--- src/rtl/serial_comparator.sv ---
// Bit-serial unsigned magnitude comparator with one-hot gt/eq/lt result and done pulse.
// Optional macro SERIAL_COMPARATOR_EARLY_EXIT_EN: MSB-first streams finish on the first differing pair.
module serial_comparator #(
  parameter int WIDTH     = 8,
  parameter bit MSB_FIRST = 1'b1
) (
  input  logic clk,
  input  logic rst,
  input  logic start,
  input  logic bit_valid,
  input  logic x,
  input  logic y,
  output logic busy,
  output logic done,
  output logic gt,
  output logic eq,
  output logic lt
);

  localparam int CNT_W = $clog2(WIDTH + 1);
  localparam logic [CNT_W-1:0] LAST_IDX = CNT_W'(WIDTH - 1);

  typedef enum logic [1:0] {
    S_IDLE = 2'd0,
    S_RUN  = 2'd1,
    S_DONE = 2'd2
  } state_t;

  typedef enum logic [1:0] {
    REL_EQ = 2'd0,
    REL_GT = 2'd1,
    REL_LT = 2'd2
  } rel_t;

  state_t           state, state_n;
  logic [CNT_W-1:0] cnt, cnt_n;
  rel_t             rel, rel_n;
  logic             busy_r, busy_n;
  logic             done_r, done_n;
  logic [2:0]       res_r, res_n;
  rel_t             rel_upd;
  logic             decided;

  // MSB-first locks on the first difference; LSB-first lets each later difference override.
  function automatic rel_t rel_step(input rel_t cur, input logic xb, input logic yb);
    rel_t r;
    r = cur;
    if ((xb != yb) && (!MSB_FIRST || (cur == REL_EQ)))
      r = xb ? REL_GT : REL_LT;
    return r;
  endfunction

  function automatic logic [2:0] rel_onehot(input rel_t r);
    logic [2:0] oh;
    case (r)
      REL_GT:  oh = 3'b100;
      REL_LT:  oh = 3'b001;
      default: oh = 3'b010;
    endcase
    return oh;
  endfunction

  assign rel_upd = rel_step(rel, x, y);

`ifdef SERIAL_COMPARATOR_EARLY_EXIT_EN
  assign decided = MSB_FIRST && (rel_upd != REL_EQ);
`else
  assign decided = 1'b0;
`endif

  always_comb begin
    state_n = state;
    cnt_n   = cnt;
    rel_n   = rel;
    busy_n  = busy_r;
    done_n  = 1'b0;
    res_n   = res_r;
    case (state)
      S_IDLE, S_DONE: begin
        busy_n = 1'b0;
        if (start) begin
          state_n = S_RUN;
          cnt_n   = '0;
          rel_n   = REL_EQ;
          busy_n  = 1'b1;
        end else begin
          state_n = S_IDLE;
        end
      end
      S_RUN: begin
        if (bit_valid) begin
          cnt_n = cnt + 1'b1;
          rel_n = rel_upd;
          if ((cnt == LAST_IDX) || decided) begin
            state_n = S_DONE;
            busy_n  = 1'b0;
            done_n  = 1'b1;
            res_n   = rel_onehot(rel_upd);
          end
        end
      end
      default: begin
        state_n = S_IDLE;
        busy_n  = 1'b0;
      end
    endcase
  end

  always_ff @(posedge clk) begin
    if (rst) begin
      state  <= S_IDLE;
      cnt    <= '0;
      rel    <= REL_EQ;
      busy_r <= 1'b0;
      done_r <= 1'b0;
      res_r  <= 3'b000;
    end else begin
      state  <= state_n;
      cnt    <= cnt_n;
      rel    <= rel_n;
      busy_r <= busy_n;
      done_r <= done_n;
      res_r  <= res_n;
    end
  end

  assign busy = busy_r;
  assign done = done_r;
  assign gt   = res_r[2];
  assign eq   = res_r[1];
  assign lt   = res_r[0];

endmodule

--- config.mk ---
export PLATFORM = sky130hd
export DESIGN_NAME = serial_comparator
export DESIGN_NICKNAME = d
export VERILOG_FILES = /design/src/rtl/serial_comparator.sv
export SDC_FILE = /design/constraint.sdc
export NUM_CORES = 1
export LEC_CHECK = 0
export CORE_UTILIZATION = 28
export DETAILED_ROUTE_END_ITERATION = 10
export HOLD_SLACK_MARGIN = 0.06
export PLACE_DENSITY = 0.5
export SLEW_MARGIN = 10
export SYNTH_ARGS = -nofsm -noshare
export SYNTH_HDL_FRONTEND = slang
export SYNTH_SLANG_ARGS = --single-unit
--- constraint.sdc ---
create_clock -name clk -period 1.5 [get_ports clk]
set_clock_uncertainty 0.2 [all_clocks]
set_input_delay 0.3 -clock clk [delete_from_list [all_inputs] [get_ports clk]]
set_output_delay 0.3 -clock clk [all_outputs]
set_load 0.005 [all_outputs]
==> results.cfg <==
[detailed_routing]
route.detailed.drc = 0
routed_wl_mm = 1.10
top_layer = met4
wl_met2_um = 509
vias = 464
dr.pass1.iters = 3
drt_iter0_drc = 4
antenna_left = 0
drt-met1-wl_um = 550
wl_met3_um = 29
via_per_inst = 4.38
wl_per_cell_um = 10.4

[worst_hold_path]
hp-start = res_r[1]
holdCritPathClass = reg2reg

[timing]
slew_headroom_pct = 79.1
tightest_slew_ns = 0.313
finalHoldViolCount = 0
fmaxAchievable_mhz = 694
period_needed_ns = 1.44
slew_violations = 0
finalSetupViolations = 0
fin_crit_sh_pct = 96.1

[die]
coreArea_mm2 = 0.00178
fp.dieW_um = 46.5
floorplan.initialDensity_pct = 31.1
die_area_mm2 = 0.00216
std_cell_rows = 15
die_h_um = 46.5
io_pins = 11

[global_routing]
grt_pass1_vias = 407
grt_use_total_pct = 11.3
grt_pass1_wl_mm = 1.66
globalRoute.totalOverflow = 0
grt_max_degree = 7
antenna_found_initial = 0

[power_and_ir_drop]
ir_drop_mv = 0.428
p_clk_share_pct = 31.8
switching_share_pct = 23.1
p_seq_share_pct = 53.9
p_int_uw = 466
power.density_mw_per_mm2 = 723
p_comb_share_pct = 14.3
p_switching_uw = 140
p_leak_nw = 0.366
power_uw = 606

[placed_design]
dp_cells = 101
portBuffers = 10
placed_area_um2 = 757
gp_congestion = 0.686
detailed_place_hpwl_um = 774

[yosys]
synth-edff-count = 0
synth_largest_area_cell = dfxtp_1
synth_most_common_cell = dfxtp_1
ys_warn_count = 0
synth_area_um2 = 554
ys_top_cells_by_area = dfxtp_1, nand2b_1, ha_1
synth-async-reset-ratio_pct = 0
ys_types = 23
avgSynthCellArea_um2 = 9.72
synth_nets = 66
synth_flop_cell = dfxtp_1
yosysTopAreaCellShare_pct = 43.3
synthTopCellsByCount = dfxtp_1, nand2b_1, nor2_1
syn_inst = 57
yosysSeqAreaShare_pct = 43.3
ys_ff_latch = 12

[cts]
cts_tree = yes
cts.sinks = 12
clock_latency_ns = 0.26
ctsHoldBuffers = 0
cts_root_buf = clkbuf_4
clockBufferDepth = 2
cts_buffers = 3
cts_max_level = 1
clkTransAtPathRegs_ns = 0.07

[cells_and_area]
syn_to_final_growth_pct = 51.2
n_antenna_cell = 0
fin_cells = 106
nNetsFinal = 92
layout-drive-gt1-share_pct = 33.3
final_area_um2 = 838

[worst_setup_path]
rr_startpoint = cnt[0]
endpoint_kind = flip-flop
path_max_fanout = 5
cp.required_ns = 1.50
crit_type = reg2reg
startpoint_type = flip-flop
cp.arrival_ns = 1.44
critPathLaunch = cnt[0]

[job]
cap_violations = 0

[outcome]
status = completed
power by group through the flow:
stage               Combinational (mW)  Sequential, mW  Clock (mW)
floorplan                       0.0316           0.335           0
global placement                0.0767           0.334           0
detailed placement              0.0761           0.334           0
CTS                             0.0804           0.325       0.207
global route                    0.0944           0.327       0.217
finish                          0.0864           0.327       0.193
layout make-up:
| class | count | area, um^2 |
|---|---|---|
| well taps | 25 | 31.3 |
| inverters | 2 | 7.51 |
| clock buffers | 3 | 22.5 |
| multi-input cells | 42 | 345 |
| fillers | 180 | 945 |
| flip-flops and latches | 12 | 244 |
| repair buffers | 22 | 188 |
metrics by stage:
stage	hold WS [ns]	utilization [%]	TNS, ns	worst slack (ns)
detailed placement	0.269	42.5	-2.33	-0.383
global route	0.293	47.0	-0.0245	-0.0154
floorplan	0.260	-	0	0.0867
global placement	0.261	42.5	-2.33	-0.343
finish	0.272	47.0	0	0.0585
CTS	0.279	44.8	0	0.000807
cell usage in the layout, fill, tap and decap left out, types with 2 or more instances in the layout:
cell type        Yosys  final
dfxtp_1             12      9
nor2b_1              2      2
dfxtp_2              0      3
nor2_1               6      5
buf_4                0     12
clkbuf_4             0      3
clkdlybuf4s50_1      0      2
nor3b_4              1      2
nand2b_1             7      7
dlygate4sd2_1        0      6
nand3b_1             2      2
ha_1                 3      2
a21oi_1              5      3
nand3_1              2      2
a21oi_2              0      2
dlymetal6s2s_1       0      2
inv_1                2      2
mux2i_1              3      3
worst paths after layout:
| check | to | cells after the start | slack [ns] |
|---|---|---|---|
| max | res_r[0] | 4 | 0.06 |
| min | res_r[1] | 2 | 0.27 |
| max reg2reg | res_r[0] | 4 | 0.06 |
| min reg2reg | res_r[1] | 2 | 0.27 |
flip-flops by register name, summed over array words and instances, names as in the netlist:
| signal | flops |
|---|---|
| done | 1 |
| cnt | 4 |
| state | 2 |
| rel | 2 |
| res_r | 3 |
what timing repair did:
action	in CTS	in global routing
pin swaps	2	3
setup endpoints to repair	8	4
hold endpoints to repair	0	0
gates resized for setup	12	8
buffers inserted	1	1
per-layer routing:
metal	track usage [%]	up-vias
li1	-	242
met1	14.4	213
met2	16.4	7
met3	2.35	2
met4	8.82	0
met5	0	-
cell families after synthesis:
logic type               after synthesis  synth area share (%)
XOR/XNOR                               2                  3.16
AND/OR/NAND/NOR                       28                  33.9
adder cells (fa/ha/maj)                3                  6.77
multiplexers                           3                  5.42
buffers and inverters                  3                  2.03
flip-flops                            12                  43.3
AO/OA/AOI/OAI                          6                  5.42
critical path, stage by stage, from the launching register on:
cell      delay [ns]
dfxtp_2         0.36
ha_4            0.15
nand4b_4        0.11
nor3b_4         0.32
mux2i_1         0.22
Note: power is estimated with default switching activity, not from simulation.
